`src/rtl/mips_multicycle_control.sv`:
```
// Multi-cycle MIPS control FSM with memory wait handshake,
// J/ADDI decode, illegal-op detection and retire pulse.
module mips_multicycle_control #(
  parameter bit SUPPORT_JUMP = 1'b1,
  parameter bit SUPPORT_ADDI = 1'b1
) (
  input  logic       clk,
  input  logic       reset,
  input  logic [5:0] op_code,
  input  logic [5:0] funct_field,
  input  logic       mem_ready,
  output logic       PCWrite,
  output logic       PCWriteCond,
  output logic       IorD,
  output logic       MemRead,
  output logic       MemWrite,
  output logic       IRWrite,
  output logic       MemtoReg,
  output logic       RegDst,
  output logic       RegWrite,
  output logic       ALUSrcA,
  output logic [1:0] ALUSrcB,
  output logic [1:0] PCSource,
  output logic [3:0] operation,
  output logic       illegal_op,
  output logic       instr_done,
  output logic [3:0] state
);

  typedef enum logic [3:0] {
    S_FETCH    = 4'd0,
    S_DECODE   = 4'd1,
    S_MEMADR   = 4'd2,
    S_MEMREAD  = 4'd3,
    S_MEMWB    = 4'd4,
    S_MEMWRITE = 4'd5,
    S_EXECUTE  = 4'd6,
    S_ALUWB    = 4'd7,
    S_BRANCH   = 4'd8,
    S_JUMP     = 4'd9,
    S_ADDIEXEC = 4'd10,
    S_ADDIWB   = 4'd11
  } state_t;

  localparam logic [5:0] OP_R    = 6'b000000;
  localparam logic [5:0] OP_J    = 6'b000010;
  localparam logic [5:0] OP_BEQ  = 6'b000100;
  localparam logic [5:0] OP_ADDI = 6'b001000;
  localparam logic [5:0] OP_LW   = 6'b100011;
  localparam logic [5:0] OP_SW   = 6'b101011;

  localparam logic [3:0] ALU_AND = 4'b0000;
  localparam logic [3:0] ALU_OR  = 4'b0001;
  localparam logic [3:0] ALU_ADD = 4'b0010;
  localparam logic [3:0] ALU_SUB = 4'b0110;
  localparam logic [3:0] ALU_SLT = 4'b0111;
  localparam logic [3:0] ALU_NOR = 4'b1100;

  state_t cur;
  state_t nxt;
  logic   funct_ok;
  logic   is_mem;
  logic   is_r;
  logic   is_beq;
  logic   is_j;
  logic   is_addi;
  logic   legal;
  logic [3:0] funct_op;

  assign state = cur;

  always_comb begin
    funct_ok = 1'b1;
    funct_op = ALU_ADD;
    case (funct_field)
      6'b100000: funct_op = ALU_ADD;
      6'b100010: funct_op = ALU_SUB;
      6'b100100: funct_op = ALU_AND;
      6'b100101: funct_op = ALU_OR;
      6'b101010: funct_op = ALU_SLT;
      6'b100111: funct_op = ALU_NOR;
      default:   funct_ok = 1'b0;
    endcase
  end

  assign is_mem  = (op_code == OP_LW) || (op_code == OP_SW);
  assign is_r    = (op_code == OP_R) && funct_ok;
  assign is_beq  = (op_code == OP_BEQ);
  assign is_j    = (op_code == OP_J) && SUPPORT_JUMP;
  assign is_addi = (op_code == OP_ADDI) && SUPPORT_ADDI;
  assign legal   = is_mem || is_r || is_beq || is_j || is_addi;

  always_ff @(posedge clk) begin
    if (reset) cur <= S_FETCH;
    else       cur <= nxt;
  end

  always_comb begin
    nxt = S_FETCH;
    case (cur)
      S_FETCH:    nxt = mem_ready ? S_DECODE : S_FETCH;
      S_DECODE: begin
        unique case (1'b1)
          is_mem:  nxt = S_MEMADR;
          is_r:    nxt = S_EXECUTE;
          is_beq:  nxt = S_BRANCH;
          is_j:    nxt = S_JUMP;
          is_addi: nxt = S_ADDIEXEC;
          default: nxt = S_FETCH;
        endcase
      end
      S_MEMADR:   nxt = (op_code == OP_LW) ? S_MEMREAD : S_MEMWRITE;
      S_MEMREAD:  nxt = mem_ready ? S_MEMWB : S_MEMREAD;
      S_MEMWRITE: nxt = mem_ready ? S_FETCH : S_MEMWRITE;
      S_EXECUTE:  nxt = S_ALUWB;
      S_ADDIEXEC: nxt = S_ADDIWB;
      default:    nxt = S_FETCH;
    endcase
  end

  always_comb begin
    PCWrite     = 1'b0;
    PCWriteCond = 1'b0;
    IorD        = 1'b0;
    MemRead     = 1'b0;
    MemWrite    = 1'b0;
    IRWrite     = 1'b0;
    MemtoReg    = 1'b0;
    RegDst      = 1'b0;
    RegWrite    = 1'b0;
    ALUSrcA     = 1'b0;
    ALUSrcB     = 2'b00;
    PCSource    = 2'b00;
    operation   = ALU_ADD;
    illegal_op  = 1'b0;
    instr_done  = 1'b0;
    case (cur)
      S_FETCH: begin
        MemRead = 1'b1;
        ALUSrcB = 2'b01;
        IRWrite = mem_ready;
        PCWrite = mem_ready;
      end
      S_DECODE: begin
        ALUSrcB    = 2'b11;
        illegal_op = ~legal;
      end
      S_MEMADR: begin
        ALUSrcA = 1'b1;
        ALUSrcB = 2'b10;
      end
      S_MEMREAD: begin
        IorD    = 1'b1;
        MemRead = 1'b1;
      end
      S_MEMWB: begin
        MemtoReg   = 1'b1;
        RegWrite   = 1'b1;
        instr_done = 1'b1;
      end
      S_MEMWRITE: begin
        IorD       = 1'b1;
        MemWrite   = 1'b1;
        instr_done = mem_ready;
      end
      S_EXECUTE: begin
        ALUSrcA   = 1'b1;
        operation = funct_op;
      end
      S_ALUWB: begin
        RegDst     = 1'b1;
        RegWrite   = 1'b1;
        instr_done = 1'b1;
      end
      S_BRANCH: begin
        ALUSrcA     = 1'b1;
        operation   = ALU_SUB;
        PCWriteCond = 1'b1;
        PCSource    = 2'b01;
        instr_done  = 1'b1;
      end
      S_JUMP: begin
        PCWrite    = 1'b1;
        PCSource   = 2'b10;
        instr_done = 1'b1;
      end
      S_ADDIEXEC: begin
        ALUSrcA = 1'b1;
        ALUSrcB = 2'b10;
      end
      S_ADDIWB: begin
        RegWrite   = 1'b1;
        instr_done = 1'b1;
      end
      default: operation = 4'b0000;
    endcase
    // reset silences every strobe, including mid-instruction
    if (reset) begin
      PCWrite     = 1'b0;
      PCWriteCond = 1'b0;
      IorD        = 1'b0;
      MemRead     = 1'b0;
      MemWrite    = 1'b0;
      IRWrite     = 1'b0;
      MemtoReg    = 1'b0;
      RegDst      = 1'b0;
      RegWrite    = 1'b0;
      ALUSrcA     = 1'b0;
      ALUSrcB     = 2'b00;
      PCSource    = 2'b00;
      operation   = 4'b0000;
      illegal_op  = 1'b0;
      instr_done  = 1'b0;
    end
  end

endmodule

```
`config.mk`:
```
export PLATFORM = sky130hd
export DESIGN_NAME = mips_multicycle_control
export DESIGN_NICKNAME = d
export VERILOG_FILES = /design/src/rtl/mips_multicycle_control.sv
export SDC_FILE = /design/constraint.sdc
export NUM_CORES = 1
export LEC_CHECK = 0
export ABC_AREA = 1
export BUFFER_PORTS_ARGS = -buffer_cell sky130_fd_sc_hd__buf_2
export CORE_ASPECT_RATIO = 0.9
export CORE_MARGIN = 2
export CORE_UTILIZATION = 41
export CTS_BUF_LIST = sky130_fd_sc_hd__clkbuf_4
export DETAILED_ROUTE_END_ITERATION = 12
export GPL_TIMING_DRIVEN = 0
export PLACE_DENSITY = 0.85
export RECOVER_POWER = 25
export SLEW_MARGIN = 30
export SYNTH_ARGS = -nofsm -noshare
export SYNTH_HDL_FRONTEND = slang
export SYNTH_SLANG_ARGS = --single-unit
```
`constraint.sdc`:
```
create_clock -name clk -period 1.27 [get_ports clk]
set_input_delay 0.254 -clock clk [delete_from_list [all_inputs] [get_ports clk]]
set_output_delay 0.254 -clock clk [all_outputs]
set_load 0.03 [all_outputs]
```
==> results of run 1 <==
## kinds of logic after synthesis
| group | after synthesis | synth area share |
|---|---|---|
| AOI/OAI and AO/OA | 18 | 0.1643 |
| buffers and inverters | 30 | 0.1679 |
| DFF | 4 | 0.1143 |
| and+or+nand+nor | 82 | 0.5536 |
## per-stage QoR
stage	hold WS [ps]	setup TNS, ps	util
after floorplan	534.1	-1107	-
after global placement	600.8	-2606	0.6717
after detailed placement	607.0	-2995	0.6717
after CTS	334.2	-4823	0.8815
## cells in the mapped netlist
library cell	n
buf_2	1
a21oi_1	8
nand2_4	1
a21oi_2	1
nand2_2	4
o21ai_0	2
buf_1	1
nor2_1	24
o211ai_1	1
inv_2	5
nor3_1	4
o211ai_2	1
nand3_1	9
o21a_1	1
inv_1	22
o31ai_1	1
nand2_1	30
buf_4	1
nor2_4	4
o22ai_1	1
nor2_2	1
nand4_1	3
a211oi_1	2
nor4_1	1
nand3b_1	1
dfxtp_1	4
## what timing repair did
item                                    in CTS
buffers inserted                            14
hold buffers                                 0
pin swaps                                   14
endpoints found under the setup margin      21
resized for setup                           67
==> flow_summary.toml, run 1 <==
[run_status]
status = "did not finish"
stop_stage = "global routing"
error = "[ERROR DPL-0038] Utilization greater than 100%, impossible to legalize"

[place]
dpl_cell_area_sq_um = 1106
gp_congestion = 0.8988
pre_cts_slack_ps = -297.8
port_buffers = 37
dp_cells = 195
hpwl_mm = 1.754

[synth]
synthesis.nets = 149
synthesis.instances = 134
synth.distinct_cells = 26
synth.area.top_cells = "nand2_1, nor2_1, inv_1"
yosys.area.top_type = "nand2_1"
avgSynthCellArea_sq_um = 5.229
synth_seq_area_share = 0.1143
synth.cell_area_sq_um = 700.7
ys_ff_latch = 4
ys_warn_count = 0
synth_top_area_frac = 0.1607

[cts]
clk_path_buf_depth = 2
clock_sinks = 4
cts-buffers-inserted = 3
cts_root_buffer = "clkbuf_4"
h-tree-depth = 1

[global_routing]
grt_max_degree = 11

[die]
io_pins = 39
start_util = 0.4255
die_width_um = 47.58
die_y_um = 43.22
core.rowCount = 14

[sta]
endpoint_type = "top-level output"
crit_endpoint = "instr_done"
==> run 2: changes to the inputs <==
CORE_AREA = 2 2 63 65   (was not set)
CORE_ASPECT_RATIO = not set   (was 0.9)
CORE_MARGIN = not set   (was 2)
CORE_UTILIZATION = not set   (was 41)
CTS_BUF_LIST = not set   (was sky130_fd_sc_hd__clkbuf_4)
DIE_AREA = 0 0 65 67   (was not set)
PLACE_DENSITY = not set   (was 0.85)
PLACE_DENSITY_LB_ADDON = 0.15   (was not set)
clock period = 1.65 ns   (was 1.27 ns; I/O delays follow)
==> run 2 against run 1 <==
The run now ends clean. Synthesized area stayed put. Synthesized cell count unchanged.
==> flow_summary.toml, run 2 <==
[run_status]
status = "finished, final reports clean"

[sta]
min_period_over_period = 0.9950
slew_headroom = 0.7583
hold_violations = 0
fin_skew_ps = 0.9057
max_freq_ghz = 0.6091
fin_setup_tns_ps = 0
drv_slew = 0
worst_pin_slew_ps = 364.1
final-setup-viol-count = 0
layout_setup_ws_ps = 8.248
min_period_ps = 1642
rsz0062_at_grt = "true"

[cts]
h-tree-depth = 1
cts-buffers-inserted = 3
cts_root_buffer = "clkbuf_8"
clk_pin_slew_ps = 30
clock_sinks = 4
tritoncts = "yes"
insertion_delay_ps = 210
clk_path_buf_depth = 2
cts_hold_buffers = 0

[finish]
fin_nets = 202
most-common-layout-cells = "buf_2, nand2_1, buf_4"
n_antenna_cell = 0
syn2layout_area_growth_pct = 93.39
drive_gt1_frac = 0.6162
largest_register_ffs = 4
fin_area_sq_um = 1355
stdcell_count = 233
final_common_cell = "buf_2"

[critical_path]
r2r-end = "state[1]"
cp.arrival_ps = 1310
crit_fanout = 5
cp_slowest_cell = "dfxtp_4"
cp_cell_sequence = "inv_4, nor2_4, inv_4, nor3_2, nor2_1, buf_4"
required_ps = 1320
rrSetupSlack_ps = 280
r2r-start = "state[1]"
setup.worst_path.end_class = "output pin"
crit_type = "register to output pin"
reg2reg_depth = 10
worst_setup_path_start_kind = "register"
crit_path_frequent_cell = "inv_4"
critical_path.max_stage_delay_ps = 370

[routing]
routed_via_density = 4.253
drc = 0
vias = 991
finalWirelength_mm = 2.532
ant_nets = 0
dr.pass1.iters = 4
wl_per_cell_um = 10.87
drt_iter0_markers = 23

[place]
dpl_cell_area_sq_um = 1027
dp_cells = 219
pre_cts_slack_ps = -152.2
gp_congestion = 0.7818
hpwl_mm = 1.913
port_buffers = 37

[global_routing]
grt_pass1_wl_mm = 3.960
grt_pass1_vias = 908
grt_max_degree = 11
grt_use_total = 0.1150
overflow = 0
antenna_found_initial = 0

[synth]
synth_common_cells = "nand2_1, nor2_1, inv_1"
synth.distinct_cells = 26
synth.area.top_cells = "nand2_1, nor2_1, inv_1"
synthesis.instances = 134
ys.flop_type = "dfxtp_1"
async_reset_ff_frac = 0
synth_top_area_frac = 0.1607
synth_seq_area_share = 0.1143
ys_ff_latch = 4
avgSynthCellArea_sq_um = 5.229
synthesis.nets = 149
synth_edf_count = 0
yosys.area.top_type = "nand2_1"
synth.cell_area_sq_um = 700.7
ys_warn_count = 0
yosysMostFrequentCell = "nand2_1"

[pwr]
switching_share = 0.3313
finalPower_mw = 0.4538
p_sw_mw = 0.1504
intPower_mw = 0.3035
pwr-share-seq = 0.222
p_comb_frac = 0.341
clkPwrFrac = 0.438
cellPowerDensity_nw_per_um2 = 334.9
leakage_nw = 0.6560
irDropWorstVdd_v = 0.0001546

[flow_run]
maxCapViolations = 0

[die]
start_util = 0.1943
core-area_sq_um = 3606
die_y_um = 67
core.rowCount = 22
io_pins = 39
die_width_um = 65
die_area_sq_um = 4355

[worst_hold_path]
hp-start = "reset"
whs_path_depth = 2
hold_class = "input pin to register"
hold_path_end = "state[2]"
run 2: cell counts after synthesis:
Identical to the previous run, type by type.
run 2: worst max-delay path by stage:
stage,start,endpoint
2_1_floorplan,state[3],PCSource[0]
3_3_place_gp,reset,PCSource[0]
3_5_place_dp,reset,PCSource[0]
4_1_cts,state[1],operation[0]
5_1_grt,funct_field[3],operation[2]
6_report,state[1],operation[1]
run 2: power groups by stage:
| stage | Clock [mW] | Combinational, mW | Sequential, mW |
|---|---|---|---|
| 3_3_place_gp | 0 | 0.131 | 0.105 |
| 2_1_floorplan | 0 | 0.0822 | 0.108 |
| 6_report | 0.199 | 0.155 | 0.101 |
| 4_1_cts | 0.204 | 0.138 | 0.101 |
| 5_1_grt | 0.212 | 0.171 | 0.101 |
| 3_5_place_dp | 0 | 0.132 | 0.105 |
run 2: logic make-up after synthesis:
logic type | share of synthesized area
buffers and inverters | 0.1679
AOI/OAI and AO/OA | 0.1643
DFF | 0.1143
and+or+nand+nor | 0.5536
run 2: metal layers:
metal	share of wire	global-route usage
met1	0.44	0.1490
met2	0.51	0.1959
met3	0.040	0.02365
met4	0	0.02394
met5	0	0
run 2: critical path: cells and delay by family, from the launching register on:
| kind | cells | cell delay (ps) |
|---|---|---|
| buffers and inverters | 3 | 310 |
| flip-flops | 1 | 370 |
| AND/OR/NAND/NOR | 3 | 420 |
run 2: through the flow:
stage	hold WS, ps	util
5_1_grt	512.7	0.3758
3_5_place_dp	645.7	0.2849
6_report	488.7	0.3758
4_1_cts	496.8	0.3234
3_3_place_gp	640.4	0.2849
2_1_floorplan	568.7	-
run 2: what timing repair did:
action                                  CTS  global route
pin swaps                                 2            17
resized for setup                        26            52
endpoints found under the setup margin   18            15
setup buffers                             5             6
run 2: layout make-up:
type	count	area [sq um]
clock buffer	3	41.29
inverter	27	113.9
multi-input combinational	100	693.2
tap	48	60.06
fill	405	2251
sequential	4	92.59
timing repair buffer	48	336.6
buffer	3	17.52
Power figures use the tool's default switching activity.
==> run 3: changes to the inputs <==
--- a/config.mk
+++ b/config.mk
@@ -19 +19,2 @@
 export SYNTH_SLANG_ARGS = --single-unit
+export TNS_END_PERCENT = 100
--- a/constraint.sdc
+++ b/constraint.sdc
@@ -3,2 +3,2 @@
 set_output_delay 0.33 -clock clk [all_outputs]
-set_load 0.03 [all_outputs]
+set_load 0.02 [all_outputs]
==> run 3 against run 2 <==
Largest cell class unchanged. Non-clock buffer count decreased by 5. Sequential share of layout area grew 0.85 points. Fmax up 2.2%. Count of clock-buffer cells in the layout is the same. Total power down 2.8%. Clock power grew 3%. Flip-flop and latch count unchanged. Die area is the same. Clock skew barely moved.
==> flow_summary.toml, run 3 (synthesis gave the netlist of run 2 again) <==
[cts]
cts-buffers-inserted = 3
insertion_delay_ps = 220
h-tree-depth = 1
clk_path_buf_depth = 2
clk_pin_slew_ps = 30
cts_root_buffer = "clkbuf_8"
cts_hold_buffers = 0
tritoncts = "yes"
clock_sinks = 4

[finish]
fillers = 416
drive_gt1_frac = 0.5556
largest_register_ffs = 4
n_antenna_cell = 0
most-common-layout-cells = "buf_2, nand2_1, inv_1"
syn2layout_area_growth_pct = 71.96
final_util = 0.3341
final_common_cell = "buf_2"
fin_nets = 197

[critical_path]
required_ps = 1320
cp.arrival_ps = 1280
setup.worst_path.end_class = "output pin"
crit_fanout = 6
crit_type = "register to output pin"
worst_setup_path_start_kind = "register"

[sta]
slew_headroom = 0.8276
min_period_over_period = 0.9740
rsz0062_at_grt = "true"
max_freq_ghz = 0.6223
hold_violations = 0
fin_skew_ps = 0.9027
min_period_ps = 1607
final-setup-viol-count = 0
worst_pin_slew_ps = 256.2
fin_setup_tns_ps = 0
drv_slew = 0

[pwr]
switching_share = 0.3182
pwr-share-seq = 0.228
cellPowerDensity_nw_per_um2 = 366.2
irDropWorstVdd_v = 0.0001283
clkPwrFrac = 0.463
leakage_nw = 0.6003
p_comb_frac = 0.309
intPower_mw = 0.3008
p_sw_mw = 0.1404

[routing]
wl_per_cell_um = 10.16
drc = 0
ant_nets = 0
dr.pass1.iters = 4
finalWirelength_mm = 2.316
routed_via_density = 4.202
drt_iter0_markers = 24
vias = 958

[global_routing]
grt_pass1_vias = 903
grt_use_total = 0.1109
antenna_found_initial = 0
grt_max_degree = 11
overflow = 0
grt_pass1_wl_mm = 3.822

[die]
die_width_um = 65
io_pins = 39
start_util = 0.1943
die_y_um = 67
core-area_sq_um = 3606
core.rowCount = 22
die_area_sq_um = 4355

[flow_run]
maxCapViolations = 0

[run_status]
status = "finished, final reports clean"

[place]
port_buffers = 37
gp_congestion = 0.8036
hpwl_mm = 1.913

[worst_hold_path]
hold_class = "input pin to register"
-- run 3: cell types whose count changed in the layout (fill, tap and decap cells not counted), moves of 2 or more --
| cell | delta |
|---|---|
| a21oi_1 | +2 |
| a21oi_4 | -2 |
| buf_2 | +5 |
| buf_4 | -2 |
| buf_6 | -6 |
| clkbuf_4 | -2 |
| nand2_1 | +4 |
| nand2_2 | -2 |
| nand2_4 | -2 |
| nor2_1 | +2 |
-- run 3: power groups by stage --
stage,logic (mW),registers (mW),clock network [mW]
floorplan,0.0673,0.107,0
global placement,0.114,0.105,0
detailed placement,0.116,0.105,0
CTS,0.119,0.102,0.211
global route,0.151,0.101,0.221
finish,0.136,0.101,0.204
-- run 3: path summary, 6_finish.rpt --
check	start	to	slack, ps	cells after the start
worst max-delay path	state[1]	operation[0]	40	5
worst min-delay path	reset	state[2]	460	2
worst max register to register	state[1]	state[1]	350	9
worst min register to register	state[0]	state[3]	630	3
-- run 3: cell type report --
class                   instances  area (sq um)  area share
multi-input cells             100         616.8      0.5119
flip-flops and latches          4         92.59     0.07684
repair buffers                 43         265.3      0.2201
clock buffers                   3         41.29     0.03427
plain buffers                   3         17.52     0.01454
inverters                      27         111.4     0.09242
well taps                      48         60.06     0.04984
-- run 3: critical path: stages (launching register included) --
cell and delay (ps):
dfxtp_4 370, inv_4 50, nor2_4 200, nand2_2 120, a211oi_2 150, buf_4 170
-- run 3: through the flow --
stage / area (sq um) / instances / hold slack (ps) / power, mW / setup slack (ps)
after global placement: 958.4 / 219 / 672.7 / 0.2188 / 15.11
after global routing: 1205 / 228 / 498.8 / 0.4720 / -35.04
after detailed placement: 958.4 / 219 / 673.8 / 0.2204 / 11.24
final: 1205 / 228 / 458.6 / 0.4412 / 42.95
after CTS: 1047 / 224 / 444.8 / 0.4320 / 2.121
after floorplan: 713.2 / 134 / 568.8 / 0.1739 / -75.20
-- run 3: layer usage --
metal	up-vias	global-route usage	part of all wire
met2	25	0.1920	0.48
li1	520	-	-
met4	0	0.03191	0
met5	-	0	0
met1	413	0.1374	0.46
met3	0	0.02365	0.056
-- run 3: what timing repair did --
| action | CTS | global route |
|---|---|---|
| gates resized for setup | 17 | 42 |
| endpoints found under the setup margin | 15 | 15 |
| hold endpoints to repair | 0 | 0 |
| setup buffers | 2 | 4 |
| cloned | 0 | 0 |
| pin swaps | 2 | 8 |
